--- src/rtl/fwd_hazard_unit.sv ---
// Forwarding and load-use hazard unit for the 5-stage pipeline.
// Selects EX operand bypass sources and stalls/bubbles the front end around load results.
module fwd_hazard_unit #(
    parameter int AW       = 4,
    parameter int NUM_SRC  = 2,
    parameter int SP_REG   = 10,
    parameter int LOAD_LAT = 1,
    parameter int CNT_W    = 16
) (
    input  logic                  clk,
    input  logic                  rest,
    input  logic                  flush,
    input  logic                  id_valid,
    input  logic [NUM_SRC*AW-1:0] id_src,
    input  logic                  id_mem_access,
    input  logic [NUM_SRC*AW-1:0] ex_src,
    input  logic                  ex_mem_access,
    input  logic [AW-1:0]         ex_dst,
    input  logic                  ex_reg_write,
    input  logic                  ex_mem_read,
    input  logic [AW-1:0]         mem_dst,
    input  logic                  mem_reg_write,
    input  logic                  mem_mem_read,
    input  logic [AW-1:0]         wb_dst,
    input  logic                  wb_reg_write,
    output logic [NUM_SRC*2-1:0]  fwd_sel,
    output logic                  stall,
    output logic                  bubble,
    output logic [CNT_W-1:0]      stall_cycles
);

    localparam logic [AW-1:0] SP_ADDR   = AW'(SP_REG);
    localparam logic [3:0]    HOLD_INIT = 4'(LOAD_LAT - 1);

    typedef enum logic {IDLE, HOLD} state_t;

    state_t     state;
    logic [3:0] hold_cnt;
    logic       load_use;

    // Operand 0 of a memory op implicitly reads the stack register as its base.
    function automatic logic src_match(input logic [AW-1:0] src, input logic is_op0,
                                       input logic mem_acc, input logic [AW-1:0] dst);
        return (dst != '0) && ((src == dst) || (is_op0 && mem_acc && (dst == SP_ADDR)));
    endfunction

    always_comb begin
        fwd_sel = {NUM_SRC{2'd2}};
        if (rest) begin
            for (int k = 0; k < NUM_SRC; k++) begin
                if (mem_reg_write && !mem_mem_read &&
                    src_match(ex_src[k*AW +: AW], k == 0, ex_mem_access, mem_dst))
                    fwd_sel[k*2 +: 2] = 2'd0;
                else if (wb_reg_write &&
                         src_match(ex_src[k*AW +: AW], k == 0, ex_mem_access, wb_dst))
                    fwd_sel[k*2 +: 2] = 2'd1;
            end
        end
    end

    always_comb begin
        load_use = 1'b0;
        for (int k = 0; k < NUM_SRC; k++) begin
            if (src_match(id_src[k*AW +: AW], k == 0, id_mem_access, ex_dst))
                load_use = 1'b1;
        end
        load_use = load_use && id_valid && ex_reg_write && ex_mem_read;
    end

    // Flush and reset mask the stall in the same cycle; the FSM catches up on the next edge.
    assign stall  = rest && !flush && ((state == HOLD) || (state == IDLE && load_use));
    assign bubble = stall;

    always_ff @(posedge clk or negedge rest) begin
        if (!rest) begin
            state        <= IDLE;
            hold_cnt     <= '0;
            stall_cycles <= '0;
        end else begin
            if (stall && (stall_cycles != {CNT_W{1'b1}}))
                stall_cycles <= stall_cycles + 1'b1;
            if (flush) begin
                state    <= IDLE;
                hold_cnt <= '0;
            end else begin
                case (state)
                    IDLE: begin
                        if (load_use && (LOAD_LAT > 1)) begin
                            state    <= HOLD;
                            hold_cnt <= HOLD_INIT;
                        end
                    end
                    HOLD: begin
                        if (hold_cnt <= 4'd1) begin
                            state    <= IDLE;
                            hold_cnt <= '0;
                        end else begin
                            hold_cnt <= hold_cnt - 4'd1;
                        end
                    end
                    default: begin
                        state    <= IDLE;
                        hold_cnt <= '0;
                    end
                endcase
            end
        end
    end

endmodule

--- config.mk ---
export PLATFORM = sky130hd
export DESIGN_NAME = fwd_hazard_unit
export DESIGN_NICKNAME = d
export VERILOG_FILES = /design/src/rtl/fwd_hazard_unit.sv
export SDC_FILE = /design/constraint.sdc
export NUM_CORES = 1
export LEC_CHECK = 0
export BUFFER_PORTS_ARGS = -buffer_cell sky130_fd_sc_hd__buf_2
export CAP_MARGIN = 30
export CORE_MARGIN = 2
export CORE_UTILIZATION = 50
export CTS_BUF_LIST = sky130_fd_sc_hd__clkbuf_16
export CTS_CLUSTER_DIAMETER = 100
export DETAILED_ROUTE_END_ITERATION = 6
export GPL_ROUTABILITY_DRIVEN = 0
export GPL_TIMING_DRIVEN = 0
export PLACE_DENSITY = 0.81
export SETUP_SLACK_MARGIN = 0.4
export SLEW_MARGIN = 20
export SYNTH_ARGS = -nofsm -noshare
export SYNTH_HDL_FRONTEND = slang
export SYNTH_SLANG_ARGS = --single-unit
--- constraint.sdc ---
create_clock -name clk -period 3.6 [get_ports clk]
set_clock_uncertainty 0.1 [all_clocks]
set_input_delay 0.72 -clock clk [delete_from_list [all_inputs] [get_ports clk]]
set_output_delay 0.72 -clock clk [all_outputs]
set_load 0.02 [all_outputs]
Word level (Yosys, flattened, before mapping)

Cells that the tools add are included.

Add/sub/neg operators: 2
Multipliers: 0
Div/mod/pow operators: 0
$lt $le $gt $ge: 1
Equality and inequality tests: 10
Shift-type cells: 0
Mux-type cells: 13
Bitwise logic cells: 1
Reduce and logical (&&, ||, !) cells: 31

Operator list:

| kind                  | number |
|---|---|
| $eq 4x4->1            | 6 |
| $logic_and 1x1->1     | 21 |
| $add 16x1->16 const B | 1 |
| $mux 4                | 4 |
| $ne 16x16->1 const B  | 1 |
| $eq 4x4->1 const B    | 3 |
| $reduce_bool 4->1     | 3 |
| $mux 2                | 4 |
| $mux 1                | 5 |
| $le 4x1->1 const B    | 1 |
| $logic_or 1x1->1      | 4 |
| $sub 4x1->4 const B   | 1 |
| $logic_not 1->1       | 2 |
| $reduce_bool 2->1     | 1 |
| $not 1->1             | 1 |

Register bits: 21
Latch bits: 0
RAM bits: 0
Bits in read-only memories: 0
Logic and storage cells: 61
Memories: 0

Longest topological paths before layout

Gate-level depths: netlist of run 1.

Word-level depth: 13
Depth in mapped cells: 7
Mapped depth without buffers: 6

Worst setup path after synthesis of run 1

OpenSTA, ideal clock, no wires.

Path kind: in2out
Start: input port ex_dst[0]
End: output port stall
Arrival time: 1976 ps
Path slack: 804 ps
Stages: 5
Path buffers: 1
Path through: or4_1 -> a41oi_2 -> nor2_1 -> and2_1 -> buf_4

Longest elaborated chain between the ends: 12

Ends and longest elaborated chain:

| what                               | line | text |
|---|---|---|
| from (decl)                        | 18   | `input logic [AW-1:0] ex_dst,` |
| $eq 4x4->1                         | -    |  |
| $logic_and 1x1->1                  | 44   | `return (dst != '0) && ((src == dst) \|\| (is_op0 && mem_acc && (dst == SP_ADDR)));` |
| $logic_or 1x1->1                   | 44   |  |
| $logic_and 1x1->1                  | 44   |  |
| $mux 1                             | 64   | `if (src_match(id_src[k*AW +: AW], k == 0, id_mem_access, ex_dst))` |
| $mux 1 (*)                         | 64   |  |
| $logic_and 1x1->1 (*) (3 in a row) | 67   | `load_use = load_use && id_valid && ex_reg_write && ex_mem_read;` |
| $logic_and 1x1->1 (*)              | 71   | `assign stall = rest && !flush && ((state == HOLD) \|\| (state == IDLE && load_use));` |
| $logic_or 1x1->1 (*)               | 71   |  |
| $logic_and 1x1->1 (*)              | 71   |  |
| to (decl)                          | 27   | `output logic stall,` |

Every way passes the cells marked *; elsewhere a longest branch is shown, timed or not.

Final worst setup path of run 1

Same ends and word-level chain as after synthesis.

==> results of run 1 <==
## Yosys cell counts (2+ instances only)
library cell and count:
nor3_1 2, ha_1 3, or4_1 2, nand3_1 5, nor2_1 13, xor2_1 2, nand4_1 16, inv_1 5
xnor2_1 37, o21ai_0 3, a31oi_1 3, dfrtp_1 21, a21oi_1 4, nand2_1 13, nand3_2 5, and3_1 6
## flip-flops by register name, summed over array words and instances, names as in the netlist
name          count
hold_cnt          4
stall_cycles     16
state             1
## report_power, final
group          internal (mW)  switching, mW  total (mW)
Sequential             0.240        0.00434       0.244
Combinational         0.0448         0.0544      0.0992
Clock                  0.148         0.0815       0.229
## routing by layer
layer,wire (µm),up-vias,track usage
met3,186,4,0.05580
li1,-,684,-
met5,0,-,0
met4,20,0,0.03987
met2,1892,49,0.3945
met1,1496,678,0.3026
## cells by family after synthesis
kind of cell               synth area share
AOI/OAI and AO/OA                   0.06496
buffers and inverters               0.02906
xor gates and xnor gates             0.2333
and+or+nand+nor                      0.2804
DFF                                  0.3590
adders and majority gates           0.02564
muxes                              0.007692
## metrics by stage
stage | hold WS, ns | utilization | area, µm² | setup WS, ns
2_1_floorplan | 0.3244 | - | 1464 | 0.8041
3_3_place_gp | 0.3933 | 0.6538 | 1803 | 0.5504
3_5_place_dp | 0.4078 | 0.6538 | 1803 | 0.5311
4_1_cts | 0.3670 | 0.6824 | 1882 | 0.5245
5_1_grt | 0.3912 | 0.6824 | 1882 | 0.4109
6_report | 0.3559 | 0.6824 | 1882 | 0.5263
## worst max-delay path, delay by kind of cell
| kind | cells | cell delay [ns] |
|---|---|---|
| and+or+nand+nor | 3 | 0.83 |
| buffers and inverters | 3 | 0.40 |
| AOI/OAI and AO/OA | 1 | 0.30 |
## layout by cell type, fill, tap and decap left out, types with 2 or more instances in the layout
master     instances
nand3_1            5
a31oi_1            3
or4_1              2
nand2_1           13
clkbuf_16          3
ha_1               3
dfrtp_1           21
nor3_1             2
a21oi_1            4
o21ai_0            3
xor2_1             2
nor2_1            13
inv_1              6
nand4_1           16
nand3_2            5
buf_2             61
xnor2_1           37
and3_1             6
## worst paths after layout
path,to,slack (ns),depth (start not counted)
worst max-delay path,stall,0.53,7
worst min-delay path,stall_cycles[12]$_DFFE_PN0P_,0.36,1
worst max register to register,stall_cycles[1]$_DFFE_PN0P_,1.68,5
worst min register to register,stall_cycles[8]$_DFFE_PN0P_,0.41,1
max in group asynchronous,hold_cnt[0]$_DFFE_PN0P_,2.68,1
min in group clk,stall_cycles[8]$_DFFE_PN0P_,0.41,1
## area by class of cell
cell class	count	area, µm²	share of cell area
sequential	21	525.5	0.2793
clock inverter	1	3.754	0.001995
multi-input combinational	127	895.9	0.4761
buffer	3	23.77	0.01263
timing repair buffer	60	300.3	0.1596
tap	31	38.79	0.02061
inverter	5	18.77	0.009973
clock buffer	3	75.07	0.03989
==> out/qor.csv, run 1 <==
stage,metric,value,unit
outcome,outcome,"complete, no violations",
synth,library cells used by synthesis,32,
power,VDD IR-drop max,0.0003974,V
power,leakage,0.8867,nW
sta,Highest Clock Rate,0.3253,GHz
synth,mean area per synthesized cell,9.384,µm²
cells_and_area,layout cells sized above 1,0.3364,
critical_path,Crit path largest cell delay,0.55,ns
placed_design,# placed instances,247,
sta,final count of pins violating max slew,0,
critical_path,slowest cell on the critical path,or4_1,
floorplan,# rows,19,
grt,maximum number of pins on one net before global-route repair,26,
critical_path,crit-path cells,buf_2 > or4_1 > a41oi_2 > nor2_1 > and2_1 > buf_4 > buf_2,
floorplan,die span in y,58.11,µm
cts,clock tree root driver cell,clkbuf_16,
detailed_routing,routed length per placed instance,14.32,µm
sta,endpoints failing setup,0,
cts,clock slew at reported path FFs,0.06,ns
job,Max Cap Viol,0,
synth,cells after synthesis,156,
cts,CTS tree,built,
cts,Hold Buf Count CTS,0,
sta,Final period util,0.8538,
detailed_routing,antenna-violating nets left,0,
cts,Worst-Skew Late Latency,0.25,ns
floorplan,core box area,2758,µm²
cts,Max Buffers Root-to-Sink,2,
synth,leading area contributor after synthesis,dfrtp_1,
cells_and_area,antenna diode count,0,
critical_path,FF-to-FF Start,stall_cycles[6]$_DFFE_PN0P_,
synth,"EDFF count, synth",0,
detailed_routing,DRC,0,
floorplan,IO Count,61,
cts,Setup Buffers After CTS,0,
placed_design,HPWL after DPL,2724,µm
cells_and_area,NumNets Final,263,
cells_and_area,Finished Layout Cells,251,
synth,Mapped Nets,198,
critical_path,CP startpoint,ex_dst[0],
critical_path,CP most frequent cell,buf_2,
grt,total grt overflow,0,
sta,worst slew pin tran,0.7278,ns
floorplan,area of the die,3377,µm²
floorplan,chip width,58.11,µm
synth,synthesis-stage register bit count,21,
placed_design,IO Port Bufs,60,
power,Total Power,0.5729,mW
sta,setup_tns,0,ns
synth,"top cells by area, synth","dfrtp_1 36%, xnor2_1 22%, nand4_1 6.8%",
detailed_routing,DR vias,1415,
cts,Num Clock Sinks,21,
cts,H-Tree Depth,1,
synth,Mapped Area,1464,µm²
cts,clock buffer count from CTS,3,
synth,Yosys warning count,0,
synth,sequential area share after synthesis,0.3590,
critical_path,critical path class,in2out,
synth,asr flop ratio synth,1.000,
synth,main flop type after synthesis,dfrtp_1,
grt,initial antenna violation count,0,
sta,minimum clock period,3.074,ns
min_path,worst hold path class,in2async,
sta,RSZ-0062 raised after global routing,no,
sta,normalized max-slew margin,0.5086,
cts,post-cts sizing count,0,
grt,first-pass GRT wire length,6134,µm
synth,Yosys top cell area share,0.3590,
critical_path,critical path peak fanout,4,
grt,number of global-route vias before repair,1337,
floorplan,initial core utilization,0.5309,
detailed_routing,drt initial violations,54,
detailed_routing,drt first pass iters,4,
critical_path,CP Data Arrival Time,2.25,ns
critical_path,Worst Path Required,2.78,ns
detailed_routing,total wire length,3595,µm
critical_path,crit start category,input port,
grt,GRT Overall Usage,0.2312,
power,PD cells,304.4,nW/µm²
sta,count of final hold-check violations,0,
cells_and_area,area grow syn2layout,28.55,%
detailed_routing,Vias per Instance,5.637,
cells_and_area,Layout fillers,248,
critical_path,Crit. End Element,primary output,
Note: power is estimated with default switching activity, not from simulation.
==> inputs of run 2 (changes only) <==
--- a/config.mk
+++ b/config.mk
@@ -5,7 +5,7 @@
 export SDC_FILE = /design/constraint.sdc
 export NUM_CORES = 1
 export LEC_CHECK = 0
-export BUFFER_PORTS_ARGS = -buffer_cell sky130_fd_sc_hd__buf_2
+export BUFFER_PORTS_ARGS = -buffer_cell sky130_fd_sc_hd__buf_4
 export CAP_MARGIN = 30
 export CORE_MARGIN = 2
 export CORE_UTILIZATION = 50
==> run 2 against run 1 <==
Net effect:
- final area up 8.0%
- critical path depth stayed put
- maximum frequency shrank 1.1%
- combinational power increased by 16%
- non-clock buffer count did not move
- routed wire length grew 5.3%
- worst setup slack lost 0.033 ns
- flip-flop and latch count unchanged
- utilization is 5.5 points higher
==> out/qor.csv, run 2 (same netlist as run 1, synthesis figures left out) <==
stage,metric,value,unit
outcome,outcome,"complete, no violations",
cts,Num Clock Sinks,21,
placed_design,IO Port Bufs,60,
grt,maximum number of pins on one net before global-route repair,26,
sta,worst slew pin tran,0.6988,ns
critical_path,CP most frequent cell,buf_4,
min_path,worst hold path class,in2async,
power,clock network power share,0.396,
sta,endpoints failing setup,0,
grt,global route hottest layer,met2,
critical_path,crit-path cells,buf_4 > or4_1 > a41oi_2 > nor2_1 > and2_1 > buf_4 > buf_4,
grt,initial antenna violation count,0,
detailed_routing,DR vias,1439,
detailed_routing,routed length per placed instance,15.08,µm
critical_path,critical path class,in2out,
grt,GR Util met1,0.2967,
critical_path,critical path peak fanout,4,
floorplan,core box area,2758,µm²
power,VDD IR-drop max,0.0003925,V
detailed_routing,antenna-violating nets left,0,
power,switching power total,0.1463,mW
cells_and_area,NumNets Final,263,
grt,total grt overflow,0,
floorplan,initial core utilization,0.5309,
cts,Hold Buf Count CTS,0,
power,leakage,0.9197,nW
grt,first-pass GRT wire length,6216,µm
critical_path,slowest cell on the critical path,or4_1,
critical_path,CP Data Arrival Time,2.29,ns
power,PD cells,292.5,nW/µm²
cells_and_area,top flop regs,"stall_cycles (16), hold_cnt (4), state (1)",
cells_and_area,Reg area,525.5,µm²
critical_path,Crit path largest cell delay,0.55,ns
sta,RSZ-0062 raised after global routing,no,
floorplan,chip width,58.11,µm
cells_and_area,Biggest register,stall_cycles,
cts,Max Buffers Root-to-Sink,2,
sta,normalized max-slew margin,0.5282,
cells_and_area,layout cells sized above 1,0.3409,
floorplan,# rows,19,
power,logic gate share of total power,0.193,
power,Flop pwr share,0.411,
sta,minimum clock period,3.107,ns
critical_path,crit start category,input port,
critical_path,Worst Path Required,2.78,ns
cells_and_area,"leading cell type in the layout, fill and taps excluded",buf_4,
detailed_routing,Vias per Instance,5.733,
cts,Setup Buffers After CTS,0,
critical_path,Crit. End Element,primary output,
critical_path,reg2reg end,stall_cycles[14]$_DFFE_PN0P_,
grt,global routing met3 resource utilization,0.04018,
cts,post-cts sizing count,0,
sta,final count of pins violating max slew,0,
cts,H-Tree Depth,1,
cells_and_area,Largest register FFs,16,
cts,CTS tree,built,
job,Max Cap Viol,0,
grt,number of global-route vias before repair,1386,
sta,count of final hold-check violations,0,
placed_design,dpl ws,0.5115,ns
sta,Highest Clock Rate,0.3219,GHz
cts,clock slew at reported path FFs,0.06,ns
critical_path,FF-to-FF Start,stall_cycles[0]$_DFFE_PN0P_,
power,net switching fraction of the power,0.2460,
cells_and_area,most frequent cells in the layout,"61 x buf_4, 37 x xnor2_1, 21 x dfrtp_1",
detailed_routing,DRC,0,
cts,clock tree root driver cell,clkbuf_16,
cts,clock buffer count from CTS,3,
sta,setup ws final,0.4933,ns
cts,Worst-Skew Late Latency,0.25,ns
sta,Final period util,0.8630,
critical_path,R2R Setup Slk,1.67,ns
cells_and_area,multi-input logic area,895.9,µm²
detailed_routing,total wire length,3786,µm
critical_path,worst r2r path cells,6,
sta,setup_tns,0,ns
critical_path,CP startpoint,ex_dst[0],
detailed_routing,drt first pass iters,4,
floorplan,area of the die,3377,µm²
grt,GRT Overall Usage,0.2367,
floorplan,IO Count,61,
floorplan,die span in y,58.11,µm
cells_and_area,antenna diode count,0,
cells_and_area,Layout fillers,187,
placed_design,HPWL after DPL,2994,µm
grt,grt met2 use,0.4123,
detailed_routing,drt initial violations,86,
cells_and_area,area grow syn2layout,38.89,%
power,Internal,0.4484,mW
==> run 2: cell count changes in the layout (fill, tap and decap cells not counted), sizes merged <==
cell    before  now
clkinv       0    1
inv          6    5
==> run 2: power by group through the flow <==
stage / clock network, mW / registers [mW] / logic, mW
floorplan: 0 / 0.253 / 0.0449
global placement: 0 / 0.248 / 0.111
detailed placement: 0 / 0.249 / 0.114
CTS: 0.239 / 0.244 / 0.115
global route: 0.248 / 0.245 / 0.125
finish: 0.236 / 0.244 / 0.115
==> run 2: worst max-delay path, delay by kind of cell <==
family                 cells  cell delay (ns)
AOI/OAI and AO/OA          1             0.32
and+or+nand+nor            3             0.83
buffers and inverters      3             0.40
==> run 2: cell type report <==
class | instances | share of cell area
clock inverters | 1 | 0.002462
flip-flops and latches | 21 | 0.2585
plain buffers | 3 | 0.01169
multi-input cells | 127 | 0.4406
inverters | 5 | 0.009231
well taps | 31 | 0.01908
repair buffers | 60 | 0.2215
clock buffers | 3 | 0.03692
==> run 2: through the flow <==
stage	area (µm²)	instances	hold slack, ns	power (mW)	utilization
after floorplan	1464	156	0.3244	0.2977	-
after global placement	1953	247	0.3882	0.3590	0.7083
after detailed placement	1953	247	0.3952	0.3626	0.7083
after CTS	2033	251	0.2664	0.5981	0.7373
after global routing	2033	251	0.2804	0.6178	0.7373
final	2033	251	0.2569	0.5947	0.7373
==> run 2: routing by layer <==
| layer | share of wire | wire length, µm | vias to the layer above |
|---|---|---|---|
| li1 | - | - | 683 |
| met1 | 0.40 | 1508 | 686 |
| met2 | 0.53 | 1989 | 56 |
| met3 | 0.055 | 210 | 14 |
| met4 | 0.020 | 77 | 0 |
| met5 | 0 | 0 | - |
==> run 2: how the worst max path moves through the flow <==
stage                       end  slack (ns)  depth (start not counted)
after CTS                 stall        0.49                          7
after global routing      stall        0.42                          7
after floorplan           stall        0.80                          5
after global placement    stall        0.56                          7
after detailed placement  stall        0.51                          7
final                     stall        0.49                          7
